**config.mk**
```make
export PLATFORM = sky130hd
export DESIGN_NAME = instr_fetch_queue_flat
export DESIGN_NICKNAME = d
export VERILOG_FILES = /design/src/rtl/instr_fetch_queue_pkg.sv /design/src/rtl/instr_fetch_queue_if.sv /design/src/rtl/instr_fetch_queue_sync_fifo.sv /design/src/rtl/instr_fetch_queue.sv /design/src/flat_wrapper.sv
export SDC_FILE = /design/constraint.sdc
export NUM_CORES = 1
export LEC_CHECK = 0
export ABC_AREA = 1
export BUFFER_PORTS_ARGS = -buffer_cell sky130_fd_sc_hd__buf_2
export CAP_MARGIN = 15
export CORE_MARGIN = 3
export CORE_UTILIZATION = 35
export CTS_BUF_LIST = sky130_fd_sc_hd__clkbuf_16
export DETAILED_ROUTE_END_ITERATION = 6
export SLEW_MARGIN = 10
export SYNTH_ARGS = -nofsm -noshare
export SYNTH_HDL_FRONTEND = slang
export SYNTH_HIERARCHICAL = 1
export SYNTH_SLANG_ARGS = --single-unit
```
**constraint.sdc**
```tcl
create_clock -name clk -period 5.08 [get_ports clk]
set_input_delay 0.508 -clock clk [delete_from_list [all_inputs] [get_ports clk]]
set_output_delay 0.508 -clock clk [all_outputs]
set_load 0.05 [all_outputs]
```
**src/rtl/instr_fetch_queue_pkg.sv**
```systemverilog
// -----------------------------------------------------------------------------
// fetch_pkg
//   Shared widths and types for the instruction fetch queue.
//   ADDR_W    : program-counter width (word addressed)
//   INSTR_W   : instruction width
//   NOP_INSTR : value driven on instr_out whenever nothing is valid
//   fetch_entry_t : one buffered fetch, {pc, instr}
// -----------------------------------------------------------------------------
package fetch_pkg;

    localparam int ADDR_W  = 32;
    localparam int INSTR_W = 32;

    localparam logic [INSTR_W-1:0] NOP_INSTR = 32'h0000_0000;

    typedef struct packed {
        logic [ADDR_W-1:0]  pc;
        logic [INSTR_W-1:0] instr;
    } fetch_entry_t;

endpackage

```
**src/rtl/instr_fetch_queue_if.sv**
```systemverilog
// -----------------------------------------------------------------------------
// instr_fetch_queue_if
//   Groups the instruction-memory read bus and the decode handshake.
//   master : the fetch queue (drives imem_req/imem_addr and instr_*)
//   slave  : the environment (memory returns imem_rvalid/imem_rdata,
//            decode returns instr_ready)
//   Signals:
//     imem_req, imem_addr   : read strobe and word address
//     imem_rvalid, imem_rdata : in-order read response
//     instr_valid, instr_out, instr_pc : instruction presented to decode
//     instr_ready           : decode accepts this cycle
// -----------------------------------------------------------------------------
interface instr_fetch_queue_if
    import fetch_pkg::*;
#(
    parameter int N  = ADDR_W,
    parameter int IW = INSTR_W
) ();

    logic          imem_req;
    logic [N-1:0]  imem_addr;
    logic          imem_rvalid;
    logic [IW-1:0] imem_rdata;
    logic          instr_valid;
    logic          instr_ready;
    logic [IW-1:0] instr_out;
    logic [N-1:0]  instr_pc;

    modport master (
        output imem_req, imem_addr, instr_valid, instr_out, instr_pc,
        input  imem_rvalid, imem_rdata, instr_ready
    );

    modport slave (
        input  imem_req, imem_addr, instr_valid, instr_out, instr_pc,
        output imem_rvalid, imem_rdata, instr_ready
    );

endinterface

```
**src/rtl/instr_fetch_queue_sync_fifo.sv**
```systemverilog
// -----------------------------------------------------------------------------
// sync_fifo
//   Small synchronous FIFO, DEPTH entries (power of 2) of WIDTH bits.
//   Pointers wrap modulo DEPTH; push and pop may occur in the same cycle.
//   Ports:
//     clk, reset : clock, synchronous active-high reset
//     flush_i    : empty the FIFO next cycle (wins over push/pop)
//     push_i, wdata_i : write one entry
//     pop_i      : drop the head entry (ignored when empty)
//     rdata_o    : head entry
//     count_o    : number of stored entries (0..DEPTH)
// -----------------------------------------------------------------------------
module sync_fifo #(
    parameter int DEPTH = 4,
    parameter int WIDTH = 8
) (
    input  logic                     clk,
    input  logic                     reset,
    input  logic                     flush_i,
    input  logic                     push_i,
    input  logic                     pop_i,
    input  logic [WIDTH-1:0]         wdata_i,
    output logic [WIDTH-1:0]         rdata_o,
    output logic [$clog2(DEPTH):0]   count_o
);

    localparam int PTR_W = $clog2(DEPTH);
    localparam int CNT_W = PTR_W + 1;

    logic [WIDTH-1:0] mem_q [DEPTH];
    logic [PTR_W-1:0] rd_ptr_q, rd_ptr_d;
    logic [PTR_W-1:0] wr_ptr_q, wr_ptr_d;
    logic [CNT_W-1:0] count_q, count_d;
    logic             do_push, do_pop;

    assign do_pop  = pop_i & (count_q != '0);
    assign do_push = push_i & ~flush_i;

    // NOTE: every signal assigned in an always_comb gets a default first, so no path leaves it unassigned and no latch is inferred.
    always_comb begin
        rd_ptr_d = rd_ptr_q;
        wr_ptr_d = wr_ptr_q;
        count_d  = count_q;
        if (flush_i) begin
            rd_ptr_d = '0;
            wr_ptr_d = '0;
            count_d  = '0;
        end else begin
            if (do_push) wr_ptr_d = wr_ptr_q + PTR_W'(1);
            if (do_pop)  rd_ptr_d = rd_ptr_q + PTR_W'(1);
            case ({do_push, do_pop})
                2'b10:   count_d = count_q + CNT_W'(1);
                2'b01:   count_d = count_q - CNT_W'(1);
                default: count_d = count_q;
            endcase
        end
    end

    // NOTE: sequential state is written with non-blocking assignments so every flop samples the pre-edge values.
    always_ff @(posedge clk) begin
        if (reset) begin
            rd_ptr_q <= '0;
            wr_ptr_q <= '0;
            count_q  <= '0;
        end else begin
            rd_ptr_q <= rd_ptr_d;
            wr_ptr_q <= wr_ptr_d;
            count_q  <= count_d;
        end
    end

    // NOTE: the storage array has no reset; an entry is only read once count says it was written.
    always_ff @(posedge clk) begin
        if (do_push) mem_q[wr_ptr_q] <= wdata_i;
    end

    assign rdata_o = mem_q[rd_ptr_q];
    assign count_o = count_q;

endmodule

```
**src/rtl/instr_fetch_queue.sv**
```systemverilog
// -----------------------------------------------------------------------------
// instr_fetch_queue
//   Fetches the instruction stream addressed by the PC: issues word reads to
//   instruction memory, buffers {pc, instr} pairs and hands them to decode
//   with valid/ready. A redirect discards buffered and in-flight fetches.
//   Parameters: N (PC width, must equal fetch_pkg::ADDR_W), IW (instruction
//   width, must equal fetch_pkg::INSTR_W), DEPTH (power of 2, >= 2).
//   Ports:
//     clk, reset : clock, synchronous active-high reset
//     pc_in, pc_valid : address to fetch this cycle
//     pc_hold    : upstream PC must not advance (no credit left)
//     redirect   : jump/taken branch; flush everything fetched so far
//     bus        : imem read bus + decode handshake (master modport)
//   Optional feature macro FETCH_BYPASS_EN: a live response that finds the
//   buffer empty while decode is ready goes straight to instr_* in the rvalid
//   cycle instead of being buffered.
// -----------------------------------------------------------------------------
module instr_fetch_queue
    import fetch_pkg::*;
#(
    parameter int N     = ADDR_W,
    parameter int IW    = INSTR_W,
    parameter int DEPTH = 4
) (
    input  logic                       clk,
    input  logic                       reset,
    input  logic [N-1:0]               pc_in,
    input  logic                       pc_valid,
    output logic                       pc_hold,
    input  logic                       redirect,
    instr_fetch_queue_if.master        bus
);

    localparam int CNT_W = $clog2(DEPTH) + 1;
    localparam logic [CNT_W:0] FULL_LVL = (CNT_W + 1)'(DEPTH);

    logic [CNT_W-1:0] buf_count, outstanding;
    logic [CNT_W-1:0] stale_q, stale_d;
    logic [CNT_W:0]   used;
    logic             issue, resp, resp_live, bypass;
    logic             buf_valid, buf_push, buf_pop;
    fetch_entry_t     buf_head, buf_wdata;
    logic [N-1:0]     pcq_head;

    // Credit: every buffer slot is reserved at issue time, so a response can never find the buffer full.
    assign used    = {1'b0, buf_count} + {1'b0, outstanding};
    assign pc_hold = (used >= FULL_LVL);

    assign issue         = pc_valid & ~pc_hold & ~redirect;
    assign bus.imem_req  = issue;
    assign bus.imem_addr = issue ? pc_in : '0;

    // Responses with nothing outstanding are leftovers from before a reset.
    assign resp      = bus.imem_rvalid & (outstanding != '0);
    assign resp_live = resp & (stale_q == '0) & ~redirect;

    assign buf_valid = (buf_count != '0);

`ifdef FETCH_BYPASS_EN
    assign bypass = resp_live & ~buf_valid & bus.instr_ready;
`else
    assign bypass = 1'b0;
`endif

    assign buf_push        = resp_live & ~bypass;
    assign buf_pop         = buf_valid & bus.instr_ready;
    assign buf_wdata.pc    = pcq_head;
    assign buf_wdata.instr = bus.imem_rdata;

    sync_fifo #(.DEPTH(DEPTH), .WIDTH(N + IW)) u_instr_buf (
        .clk     (clk),
        .reset   (reset),
        .flush_i (redirect),
        .push_i  (buf_push),
        .pop_i   (buf_pop),
        .wdata_i (buf_wdata),
        .rdata_o (buf_head),
        .count_o (buf_count)
    );

    // PCs of issued requests; memory answers in order, so the head names the next response.
    sync_fifo #(.DEPTH(DEPTH), .WIDTH(N)) u_pc_queue (
        .clk     (clk),
        .reset   (reset),
        .flush_i (1'b0),
        .push_i  (issue),
        .pop_i   (resp),
        .wdata_i (pc_in),
        .rdata_o (pcq_head),
        .count_o (outstanding)
    );

    // On redirect every request still in flight after this cycle is stale.
    always_comb begin
        stale_d = stale_q;
        if (redirect)
            stale_d = outstanding - CNT_W'(resp);
        else if (resp && (stale_q != '0))
            stale_d = stale_q - CNT_W'(1);
    end

    always_ff @(posedge clk) begin
        if (reset) stale_q <= '0;
        else       stale_q <= stale_d;
    end

    always_comb begin
        bus.instr_valid = buf_valid;
        bus.instr_out   = buf_valid ? buf_head.instr : NOP_INSTR;
        bus.instr_pc    = buf_valid ? buf_head.pc : '0;
        if (bypass) begin
            bus.instr_valid = 1'b1;
            bus.instr_out   = bus.imem_rdata;
            bus.instr_pc    = pcq_head;
        end
    end

    a_credit_bound: assert property (@(posedge clk) disable iff (reset) used <= FULL_LVL);
    a_stale_bound:  assert property (@(posedge clk) disable iff (reset) stale_q <= outstanding);

endmodule

```
**src/flat_wrapper.sv**
```systemverilog
// flat-port wrapper written by rule: the top's interface ports become plain ports
module instr_fetch_queue_flat import fetch_pkg::*;
#(
    parameter int N     = ADDR_W,
    parameter int IW    = INSTR_W,
    parameter int DEPTH = 4
)
  (clk, reset, pc_in, pc_valid, pc_hold, redirect, bus_imem_req, bus_imem_addr, bus_instr_valid, bus_instr_out, bus_instr_pc, bus_imem_rvalid, bus_imem_rdata, bus_instr_ready);
  instr_fetch_queue_if #(.N(N), .IW(IW)) bus_i ();
  input  logic clk;
  input  logic reset;
  input  logic [N-1:0] pc_in;
  input  logic pc_valid;
  output logic pc_hold;
  input  logic redirect;
  output wire logic [$bits(bus_i.imem_req)-1:0] bus_imem_req;
  output wire logic [$bits(bus_i.imem_addr)-1:0] bus_imem_addr;
  output wire logic [$bits(bus_i.instr_valid)-1:0] bus_instr_valid;
  output wire logic [$bits(bus_i.instr_out)-1:0] bus_instr_out;
  output wire logic [$bits(bus_i.instr_pc)-1:0] bus_instr_pc;
  input wire logic [$bits(bus_i.imem_rvalid)-1:0] bus_imem_rvalid;
  input wire logic [$bits(bus_i.imem_rdata)-1:0] bus_imem_rdata;
  input wire logic [$bits(bus_i.instr_ready)-1:0] bus_instr_ready;
  assign bus_imem_req = bus_i.imem_req;
  assign bus_imem_addr = bus_i.imem_addr;
  assign bus_instr_valid = bus_i.instr_valid;
  assign bus_instr_out = bus_i.instr_out;
  assign bus_instr_pc = bus_i.instr_pc;
  assign bus_i.imem_rvalid = bus_imem_rvalid;
  assign bus_i.imem_rdata = bus_imem_rdata;
  assign bus_i.instr_ready = bus_instr_ready;
  instr_fetch_queue #(.N(N), .IW(IW), .DEPTH(DEPTH)) u_core (.clk(clk), .reset(reset), .pc_in(pc_in), .pc_valid(pc_valid), .pc_hold(pc_hold), .redirect(redirect), .bus(bus_i));
endmodule
```
==> out/metrics.csv <==
metric;value;unit
synth_top_area_frac;0.7015;
io_buffers;168;
cp-start-kind;flip-flop;
first_pass_iters;5;
cts_sinks;405;
fin_hold_ws;183.3;ps
cts_max_level;2;
ys_seq_area_frac;0.7271;
core;45870;um^2
yosys.area.top_type;edfxtp_1;
area_growth;16.18;%
cp_slowest_stage_delay;720;ps
cts_tree;yes;
crit_required;4570;ps
leakagePower;7.354;nW
grt_overflow_total;0;
synth_area;16440;um^2
ir_drop;0.2007;mV
fin_nets;1578;
cts_buffer_depth;3;
routed_wl;36090;um
setup_viol;0;
insertion_delay;550;ps
fill_cells;4244;
crit_slowest_cell;dfxtp_4;
slew_headroom;0.3295;
postCtsHoldBufs;0;
cts_setup_buffers;0;
end_kind;output port;
ant_nets;0;
slew_viol_final;0;
cap_violations;0;
via_count;10139;
die_x;222.7;um
num_rows;78;
dpl.hpwl;20910;um
grt_usage;0.1425;
hold_violations;0;
fin_crit;3559;ps
yosysWarnings;6;
initial_core_util;0.3583;
synthTopCellsByArea;edfxtp_1 (70%), nor2_1 (7.1%), o22ai_1 (3.7%), o21ai_0 (3.4%), inv_1 (3.3%);
fin_skew;22.95;ps
route.detailed.drc;0;
worst_slew_pin_slew;1006;ps
max_freq;281.0;MHz
synthCells;1327;
root_buffer;clkbuf_16;
cts_buffers;43;
drt-vias-per-instance;4.771;
grt_max_degree;102;
crit_chain;buf_4, o21ai_0, o22ai_1, inv_1, nor2_1, buf_2;
path_clk_slew;60;ps
ys_seq_elements;405;
die_y;222.7;um
antenna_found_initial;0;
crit_arrival;3050;ps
setup_tns;0;ps
ctsResizeCount;0;
crit_type;reg -> out;
diodes;0;
final_layout_size_suffix_gt1_frac;0.1816;
wire_per_inst;16.99;um
status;finished clean;
power_density;356.3;nW/um^2
cp_max_fo;72;
rsz0062_at_grt;no;
fin_crit_sh;0.7005;
io_pins;169;
min_path_type;in -> reg;
die_area;49600;um^2
drt_iter0_drc;671;
gp_congestion;0.7279;
avgSynthCellArea;12.39;um^2
grt_pass1_wl;55790;um
grt_pass1_vias;9799;
synth_cell_types;28;
==> synthesized netlist by cell type <==
master	count
edfxtp_1	384
nor2_1	312
inv_1	143
o21ai_0	113
o22ai_1	96
o21ai_1	84
nand2_1	44
buf_6	25
dfxtp_1	21
clkbuf_1	19
ha_1	16
buf_4	14
nand3_1	11
a21oi_1	9
buf_2	9
nor2_2	9
clkbuf_2	3
inv_2	3
fa_1	2
xnor2_1	2
clkinv_1	1
conb_1	1
inv_8	1
nand4_4	1
nor2_4	1
nor3_1	1
nor3_2	1
nor3_4	1
==> path summary, 6_finish.rpt <==
kind	cells past startpoint	slack [ps]	start	endpoint
hold reg to reg	2	480	u_core/stale_q[1]	u_core/stale_q[1]
setup reg to reg	13	2140	u_core/u_instr_buf/count_o[2]	u_core/u_pc_queue/count_o[2]
hold / removal	1	180	bus_imem_rdata[25]	u_core/u_instr_buf/mem_q[0][25]
setup / recovery	6	1520	flip-flop	bus_instr_pc[1]
==> layer usage <==
metal | GRT usage | vias up | share of wire
met2 | 0.2374 | 244 | 0.47
met3 | 0.02233 | 54 | 0.045
met4 | 0.04307 | 0 | 0.025
met1 | 0.1932 | 4878 | 0.46
li1 | - | 4963 | -
met5 | 0 | - | 0
==> registers in the layout, indices dropped and copies added, names as in the netlist, named ones only <==
| signal | flops |
|---|---|
| u_core/stale_q | 3 |
| u_core/u_instr_buf/count_o | 3 |
| u_core/u_instr_buf/mem_q | 256 |
| u_core/u_instr_buf/rd_ptr_q | 2 |
| u_core/u_instr_buf/wr_ptr_q | 2 |
| u_core/u_pc_queue/count_o | 3 |
| u_core/u_pc_queue/mem_q | 128 |
| u_core/u_pc_queue/rd_ptr_q | 2 |
| u_core/u_pc_queue/wr_ptr_q | 2 |
==> report_power, final <==
part	total (mW)	internal, mW	leakage, nW	switching, mW
clock network	2.96	1.73	0.734	1.23
registers	3.66	3.66	3.63	0.00473
logic	0.180	0.0475	2.99	0.133
total	6.80	5.43	7.35	1.37
==> worst max-delay path, delay by kind of cell, from the launching register on <==
family,cells,cell delay (ps)
DFF,1,720
buffers and inverters,3,1050
and+or+nand+nor,1,240
AOI/OAI and AO/OA,2,380
==> through the flow <==
| step | power (mW) | worst slack, ps | cell area (um^2) | utilization | cells |
|---|---|---|---|---|---|
| floorplan | 3.833 | 879.8 | 16440 | - | 1328 |
| global placement | 3.910 | 2022 | 17720 | 0.3863 | 2044 |
| detailed placement | 3.916 | 1958 | 17720 | 0.3863 | 2044 |
| CTS | 6.897 | 1373 | 19070 | 0.4157 | 2124 |
| global route | 7.041 | 1259 | 19100 | 0.4163 | 2125 |
| finish | 6.803 | 1521 | 19100 | 0.4163 | 2125 |
==> kinds of logic after synthesis <==
| logic type | count (synthesis) | synth area share |
|---|---|---|
| AOI/OAI and AO/OA | 302 | 0.09926 |
| xor gates and xnor gates | 2 | 0.001066 |
| adders and majority gates | 18 | 0.01462 |
| buffers and inverters | 218 | 0.06577 |
| DFF | 405 | 0.7271 |
| other | 1 | 0.0002281 |
| and+or+nand+nor | 381 | 0.09195 |
==> cell type report <==
class / count / area (um^2) / area share
multi-input cells: 705 / 3455 / 0.1809
inverters: 148 / 565.5 / 0.02962
clock buffers: 44 / 1101 / 0.05766
clock inverters: 36 / 250.2 / 0.01310
well taps: 600 / 750.7 / 0.03931
flip-flops and latches: 405 / 11960 / 0.6262
repair buffers: 187 / 1016 / 0.05320
==> cell usage in the layout (no fill, tap or decap), types with 5 or more instances in the layout <==
cell type  instances
ha_1              16
clkinv_2          11
nand2_1           44
inv_1            159
buf_4             17
buf_2            168
o22ai_1           96
a21oi_1            9
o21ai_1           84
nor2_2            13
nor2_1           304
clkbuf_16         44
edfxtp_1         384
nor2_4             5
nand3_1           11
o21ai_0          113
dfxtp_1           18
Note: power is estimated with default switching activity, not from simulation.
